[config.mk]
export PLATFORM = sky130hd
export DESIGN_NAME = fc_backward
export DESIGN_NICKNAME = d
export VERILOG_FILES = /design/src/rtl/fc_backward.sv
export SDC_FILE = /design/constraint.sdc
export NUM_CORES = 2
export LEC_CHECK = 0
export BUFFER_PORTS_ARGS = -buffer_cell sky130_fd_sc_hd__buf_2
export CAP_MARGIN = 20
export CORE_MARGIN = 2
export CORE_UTILIZATION = 35
export DETAILED_ROUTE_END_ITERATION = 10
export GPL_TIMING_DRIVEN = 0
export PLACE_DENSITY_LB_ADDON = 0.2
export SKIP_CTS_REPAIR_TIMING = 1
export SYNTH_ARGS = -nofsm -noshare
export SYNTH_HDL_FRONTEND = slang
export SYNTH_SLANG_ARGS = --single-unit
[constraint.sdc]
create_clock -name clk -period 17.1 [get_ports clk]
set_clock_uncertainty 0.05 [all_clocks]
set_input_delay 1.71 -clock clk [delete_from_list [all_inputs] [get_ports clk]]
set_output_delay 1.71 -clock clk [all_outputs]
set_load 0.02 [all_outputs]
[src/rtl/fc_backward.sv]
// fc_backward: sequential transpose engine for the fully connected layer backward pass.
// Computes dX = W^T * dZ with a single time-multiplexed MAC in signed fixed point
// (WORD_SIZE bits, INT_SLICE integer bits, WORD_SIZE-INT_SLICE fractional bits).
//
// Ports:
//   clk, rst              clock (rising edge), asynchronous active-high reset
//   start                 begin a pass (sampled only when idle)
//   busy                  high whenever the engine is not idle
//   dz_valid/ready/data   serial dZ load, dZ[0] .. dZ[N-1]
//   w_valid/ready/data    weight stream W[i][j], column j outer, row i inner
//   dx_valid/ready/data   one dX word per column
//   dx_index              column index j of the presented dx_data
//   done                  one-cycle pulse after the last dX word is accepted
//
// Build option: define FC_BWD_SAT_EN to clamp each dX to the signed WORD_SIZE range;
// otherwise dX is the low WORD_SIZE bits of the accumulator (modulo wrap).

module fc_backward #(
    parameter int WORD_SIZE  = 16,
    parameter int LAYER_SIZE = 128,
    parameter int INT_SLICE  = 8
) (
    input  logic                          clk,
    input  logic                          rst,
    input  logic                          start,
    output logic                          busy,
    input  logic                          dz_valid,
    output logic                          dz_ready,
    input  logic [WORD_SIZE-1:0]          dz_data,
    input  logic                          w_valid,
    output logic                          w_ready,
    input  logic [WORD_SIZE-1:0]          w_data,
    output logic                          dx_valid,
    input  logic                          dx_ready,
    output logic [WORD_SIZE-1:0]          dx_data,
    output logic [$clog2(LAYER_SIZE)-1:0] dx_index,
    output logic                          done
);

    localparam int DEC_SLICE = WORD_SIZE - INT_SLICE;
    localparam int IDX_W     = $clog2(LAYER_SIZE);
    localparam int ACC_W     = WORD_SIZE + IDX_W;
    localparam int PROD_W    = 2 * WORD_SIZE;

    localparam logic [IDX_W-1:0] LAST_IDX = IDX_W'(LAYER_SIZE - 1);
    localparam logic [IDX_W-1:0] IDX_ONE  = IDX_W'(1);

    typedef enum logic [1:0] {StIdle, StLoad, StAcc, StOut} state_e;

    state_e                  state_q, state_d;
    logic [IDX_W-1:0]        i_q, i_d;
    logic [IDX_W-1:0]        j_q, j_d;
    logic signed [ACC_W-1:0] acc_q, acc_d;
    logic                    done_q, done_d;

    logic [WORD_SIZE-1:0]    dz_buf [LAYER_SIZE];

    // Truncated fixed-point product of dz_buf[i] and the incoming weight
    logic [WORD_SIZE-1:0]    dz_cur;
    logic signed [PROD_W-1:0] dz_ext, w_ext, prod;
    logic [PROD_W-1:0]       prod_mag;
    logic [WORD_SIZE-1:0]    mag_slice, term_w;
    logic signed [ACC_W-1:0] term;
    logic [WORD_SIZE-1:0]    dx_fmt;

    always_comb begin
        dz_cur    = dz_buf[i_q];
        dz_ext    = {{WORD_SIZE{dz_cur[WORD_SIZE-1]}}, dz_cur};
        w_ext     = {{WORD_SIZE{w_data[WORD_SIZE-1]}}, w_data};
        prod      = dz_ext * w_ext;
        // Slicing the magnitude, then re-signing, rounds toward zero rather than down
        prod_mag  = prod[PROD_W-1] ? -prod : prod;
        mag_slice = prod_mag[WORD_SIZE+DEC_SLICE-1:DEC_SLICE];
        term_w    = prod[PROD_W-1] ? -mag_slice : mag_slice;
        term      = {{IDX_W{term_w[WORD_SIZE-1]}}, term_w};
    end

`ifdef FC_BWD_SAT_EN
    // Accumulator fits a word only when all bits from the word's sign bit upward agree
    logic [IDX_W:0] acc_top;

    always_comb begin
        acc_top = acc_q[ACC_W-1:WORD_SIZE-1];
        if (acc_top == '0 || acc_top == '1) begin
            dx_fmt = acc_q[WORD_SIZE-1:0];
        end else if (acc_q[ACC_W-1]) begin
            dx_fmt = {1'b1, {(WORD_SIZE-1){1'b0}}};
        end else begin
            dx_fmt = {1'b0, {(WORD_SIZE-1){1'b1}}};
        end
    end
`else
    always_comb begin
        dx_fmt = acc_q[WORD_SIZE-1:0];
    end
`endif

    always_comb begin
        state_d  = state_q;
        i_d      = i_q;
        j_d      = j_q;
        acc_d    = acc_q;
        done_d   = 1'b0;
        busy     = (state_q != StIdle);
        dz_ready = 1'b0;
        w_ready  = 1'b0;
        dx_valid = 1'b0;
        dx_data  = '0;
        dx_index = '0;

        unique case (state_q)
            StIdle: begin
                if (start) begin
                    state_d = StLoad;
                    i_d     = '0;
                    j_d     = '0;
                end
            end
            StLoad: begin
                dz_ready = 1'b1;
                if (dz_valid) begin
                    if (i_q == LAST_IDX) begin
                        i_d     = '0;
                        acc_d   = '0;
                        state_d = StAcc;
                    end else begin
                        i_d = i_q + IDX_ONE;
                    end
                end
            end
            StAcc: begin
                w_ready = 1'b1;
                if (w_valid) begin
                    acc_d = acc_q + term;
                    if (i_q == LAST_IDX) begin
                        i_d     = '0;
                        state_d = StOut;
                    end else begin
                        i_d = i_q + IDX_ONE;
                    end
                end
            end
            StOut: begin
                dx_valid = 1'b1;
                dx_data  = dx_fmt;
                dx_index = j_q;
                if (dx_ready) begin
                    acc_d = '0;
                    if (j_q == LAST_IDX) begin
                        done_d  = 1'b1;
                        state_d = StIdle;
                    end else begin
                        j_d     = j_q + IDX_ONE;
                        state_d = StAcc;
                    end
                end
            end
            default: state_d = StIdle;
        endcase
    end

    always_ff @(posedge clk or posedge rst) begin
        if (rst) begin
            state_q <= StIdle;
            i_q     <= '0;
            j_q     <= '0;
            acc_q   <= '0;
            done_q  <= 1'b0;
        end else begin
            state_q <= state_d;
            i_q     <= i_d;
            j_q     <= j_d;
            acc_q   <= acc_d;
            done_q  <= done_d;
        end
    end

    // dZ storage carries no reset; it is always fully rewritten before use
    always_ff @(posedge clk) begin
        if (state_q == StLoad && dz_valid) begin
            dz_buf[i_q] <= dz_data;
        end
    end

    assign done = done_q;

endmodule

* Yosys cells after proc, flatten, opt, wreduce, memory -nomap -nowiden
Memory sizes are Yosys's and may differ from the RTL's.
Cells that the tools add are included.
** Word-level totals
- Logic and storage cells :: 67
- Bits of input ports :: 38
- Output and inout bits :: 28
- Register bits after elaboration :: 40
- Bits in writable memories :: 2048
- Memories kept :: 1
** Operators by class
- $add $sub $neg :: 5
- Muxes and demuxes :: 33
- Reductions and logical operators :: 10
- Equal/unequal tests :: 12
- $mul :: 1
** Memories
- dz_buf :: depth 128, bits a word 16, read ports 1, clocked after memory_dff 0, write ports 1, RTL line 56 : logic [WORD_SIZE-1:0] dz_buf [LAYER_SIZE];
** Operator list (count)
- 23-bit two-way mux :: 4
- 23-bit case mux with 3 select lines :: 1
- 7-bit two-way mux :: 7
- 16-bit by 16-bit multiplier with 32-bit output :: 1
- 16-bit two-way mux :: 2
- 24-bit two-way mux :: 1
- 24-bit negator :: 1
- 23-bit by 16-bit adder with 23-bit output :: 1
- 7-bit case mux with 3 select lines :: 1
- 16-bit negator :: 1
- 7-bit by 1-bit adder with 7-bit output (second input constant) :: 2
- 7-bit equality test (second input constant) :: 2
- 2-bit two-way mux :: 7
- 2-bit inequality test (second input constant) :: 7
- 7-bit case mux with 2 select lines :: 1
- 1-bit two-way mux :: 8
- 2-bit case mux with 4 select lines :: 1
- 4-bit AND reduction :: 2
- 6-bit AND reduction :: 1
- 3-bit nonzero test :: 2
- 5-bit AND reduction :: 1
- 2-bit equality test (second input constant) :: 2
- 2-bit nonzero test :: 2
- 2-bit by 1-bit equality test with 1-bit output (second input constant) :: 1
- 2 further kinds :: 2

* Depth between registers and ports, before layout
An unclocked memory read counts as a cell.
- Depth in word-level cells :: 9
- Gate-level depth with buffers :: 57
- Depth with buffers taken out :: 49

* Worst setup path before layout
No wires, ideal clock.
- Path kind :: reg-to-reg
- From :: register i_q[2]
- To :: register acc_q[14]
- Period minus slack after synthesis :: 12.234 ns
- Setup slack :: 4.866 ns
- Cell stages (with the launch flop) :: 53
- Arrival :: 12.063 ns
- Path buffers :: 9
- Data required time :: 16.929 ns
- Library setup time :: 0.121 ns
- Cell sequence :: dfrtp_1 buf_2 buf_6 buf_2 nor3b_1 buf_2 buf_2 buf_2 buf_1 a22oi_1 a31oi_1 a21oi_1 o31ai_1 a21oi_1 o21ai_0 clkbuf_1 nand2_1 fa_1 [... 17 more ...] xnor2_1 inv_1 ha_1 xor2_1 nor2_1 xor2_1 ha_1 nor2b_1 o21ai_0 a21boi_0 o21ai_0 a21oi_1 o21ai_0 a21oi_1 o41ai_1 o21ai_0 xor2_1 a22o_1
** Between the ends
- Longest elaborated chain between the ends :: 9
- Elaborated cells between the ends (all ways) :: 12
- Classes of those cells :: 3 x add/sub; 1 x mul; 2 x eq/ne; 4 x mux; 1 x reduce/logical; 1 x memory
** RTL lines
- from (decl) :: RTL line 51 : logic [IDX_W-1:0] i_q, i_d;
- from (signal assigned) :: RTL line 171 : i_q <= i_d;
- memory 128 x 16 bit
- 16-bit by 16-bit multiplier with 32-bit output :: RTL line 70 : prod = dz_ext * w_ext;
- 24-bit negator :: RTL line 72 : prod_mag = prod[PROD_W-1] ? -prod : prod;
- 24-bit two-way mux :: RTL line 72
- 16-bit negator :: RTL line 74 : term_w = prod[PROD_W-1] ? -mag_slice : mag_slice;
- 16-bit two-way mux :: RTL line 74
- 23-bit by 16-bit adder with 23-bit output :: RTL line 134 : acc_d = acc_q + term;
- 23-bit two-way mux :: RTL line 133 : if (w_valid) begin
- 23-bit case mux with 3 select lines :: RTL line 111 : unique case (state_q)
- to (signal assigned) :: RTL line 167 : acc_q <= '0;
- to (signal assigned) :: RTL line 173 : acc_q <= acc_d;
- to (decl) :: RTL line 53 : logic signed [ACC_W-1:0] acc_q, acc_d;
Several ways; a longest one is shown, not always the timed one. The select of a mux whose other input is x is not followed.
A chain may end at the register's enable or synchronous reset.

* Worst setup path after layout
Ends and elaborated chain as after synthesis.

==> results.md <==
* Pins Over Slew Limit at 0
* Post-synth EDFFs at 2048
* Hold Path Depth at 1
* Routed WL per cell at 42.27 µm
* Hold WC Path Type: reg -> reg
* First-pass GRT wire length at 521300 µm
* Die width at 502.8 µm
* Critical-path top delay cell: a221oi_1
* Root Driver: clkbuf_16
* Drt first pass iters at 9
* GPL Wtd Cong at 0.9472
* Vias in the first global route at 55830
* Average cell area after synthesis at 16.15 µm²
* Final setup viols at 0
* Max-Cap Viols at 0
* Sink Count at 2081
* Largest net degree at the start of global routing at 107
* 1st-iter DRT viols at 11160
* Via count at 59650
* Initial Util at 35.11%
* Critical Setup Path Class: reg -> reg
* RSZ-0062 raised after global routing: false
* Post-route insts no fill at 9434
* Top cells by area, synth: edfxtp_1 (71%), fa_1 (6.0%), a22oi_1 (5.8%), a22o_1 (1.7%), a221oi_1 (1.6%)
* Tightest Pin Transition at 1.343 ns
* Met3 GRT Util at 10.87%
* Syn Inst Count at 5391
* Min-delay src: acc_q[11]$_DFFE_PP0P_
* Antenna Nets Post-Route at 0
* Final net count at 6321
* Synth Flop Type: edfxtp_1
* Grt total ovfl at 0
* Final period util at 97.48%
* Overall Global Routing Usage at 31.11%
* Vias per cell at 6.323
* Layer with the highest usage: met2
* Worst Reg-to-Reg Cells at 53
* Run status: finished, final reports clean
* Core Box Area at 248000 µm²
* Std cell rows at 183
* Mapped Area at 87070 µm²
* Syn Nets at 5796
* Synthesis-to-layout area growth at 20.14%
* Cells after DPL at 9035
* Critical Path AT at 17.37 ns
* H-tree depth at 4
* Grt met2 use at 45.80%
* RR Startpoint: i_q[2]$_DFFE_PP0P_
* Warnings, synthesis at 0
* Achievable Freq at 59.99 MHz
* Num CTS Buffers at 205
* Dominant cell type by area after synthesis: edfxtp_1
* Crit path from: i_q[2]$_DFFE_PP0P_
* I/O pins at 66
* CP required at 17.80 ns
* Initial antenna violation count at 22
* CP max FO at 10
* Fin. Hold Viols at 0
* Synth cell types at 73
* Hpwl dp at 279800 µm
* Clk buf depth at 3
* Remaining DRCs at 0
* Rel. slew slack at 10.50%
* Input/output buffers at 64
* Slowest stage delay, CP at 0.90 ns
* WHS at 0.4806 ns
* Clock transition at path regs at 0.06 ns
* CP Launch Type: flip-flop
* Crit path capture type: flip-flop
* Die area at 252800 µm²
* Routed WL at 398800 µm
* Clock latency on the worst-skew pair at 0.90 ns
* Post-layout minimum cycle time at 16.67 ns
* Async set or reset register ratio after synthesis at 1.586%
* Met1 usage at 39.06%
* Seq/Total Area, Yosys at 71.58%
* #FFs+latches synth at 2081
* Die height at 502.8 µm
* CTS tree: built
* Layout cells sized above 1 at 14.96%
* Top cell type's share of synthesized area at 70.63%
Yosys cell counts (52+ instances only):
master and count:
fa_1 263, buf_1 62, a22oi_1 676, nand2_1 195, a41oi_1 52, o21ai_0 69
edfxtp_1 2048, a221oi_1 156, clkbuf_1 204, nor2_1 194, ha_1 104, a31oi_1 131
nand4_1 72, buf_2 53, a22o_1 166, and2_1 140, inv_1 338
cells by family after synthesis:
group	synth area share, %
AND/OR/NAND/NOR	4.446
buffers and inverters	2.956
XOR/XNOR	0.5834
AO/OA/AOI/OAI	12.22
adder cells (fa/ha/maj)	7.541
flip-flops	71.58
multiplexers	0.6725
through the flow:
stage               util, %  setup TNS (ns)  instance area [µm²]  worst slack (ns)
floorplan                 -               0                87070             4.866
global placement      36.92          -62.98                91560            -4.976
detailed placement    39.33          -11.07                97540            -1.586
CTS                   42.02          -11.85               104200            -1.665
global route          42.17               0               104600           0.02683
finish                42.18               0               104600            0.4314
cells in the final DEF (no fill, tap or decap), types with 35 or more instances in the layout:
cell and n:
a41oi_1 51, buf_2 108, buf_8 91, o21ai_0 61, clkbuf_1 195, a22oi_1 676
a31oi_1 128, a221oi_1 156, nor2_1 66, inv_1 337, buf_1 35, buf_12 85
nand2_1 195, edfxtp_1 2048, ha_1 104, xnor2_1 40, nor2_4 128, nand3_1 36
a22o_1 166, a21oi_1 47, and2_1 139, buf_16 69, clkbuf_16 208, fa_1 263
clkbuf_2 44, nand4_1 72, clkinv_2 40, clkinv_1 49
critical path, delay by kind of cell (launching register included):
| family | cells | cell delay, ns |
|---|---|---|
| buf+inv | 16 | 4.43 |
| flops | 1 | 0.33 |
| fa+ha+maj | 9 | 3.79 |
| compound gates | 15 | 3.98 |
| xor+xnor | 5 | 1.16 |
| simple gates | 8 | 2.68 |
metal layers:
metal  share of wire [%]  wire, µm  up-vias
li1                    -         -    22420
met1                  35    141400    30890
met2                  43    169900     5072
met3                  14     55700     1238
met4                 7.9     31380       26
met5               0.078       312        -
flip-flops by register name, indices dropped and copies added, names as in the netlist:
register and cells:
dz_buf 2048, acc_q 16, i_q 7, j_q 7, state_q 2, done 1
worst paths after layout:
check / to / slack (ns)
max reg2reg: acc_q[14]$_DFFE_PP0P_ / 0.43
max in group asynchronous: i_q[5]$_DFFE_PP0P_ / 15.49
min reg2reg: acc_q[11]$_DFFE_PP0P_ / 0.48
max: acc_q[14]$_DFFE_PP0P_ / 0.43
min in group asynchronous: j_q[1]$_DFFE_PP0P_ / 0.96
min: acc_q[11]$_DFFE_PP0P_ / 0.48
cell type report:
type	instances	area, µm²
sequential	2081	62320
buffer	311	1416
inverter	343	1291
clock buffer	254	5378
multi-input combinational	2646	23220
timing repair buffer	328	5485
fill	22130	143400
antenna	14	35.03
tap	3330	4167
clock inverter	127	1284
Power is not shown: default switching activity piles up to over one toggle a cycle in this logic, so the estimate is an artifact.
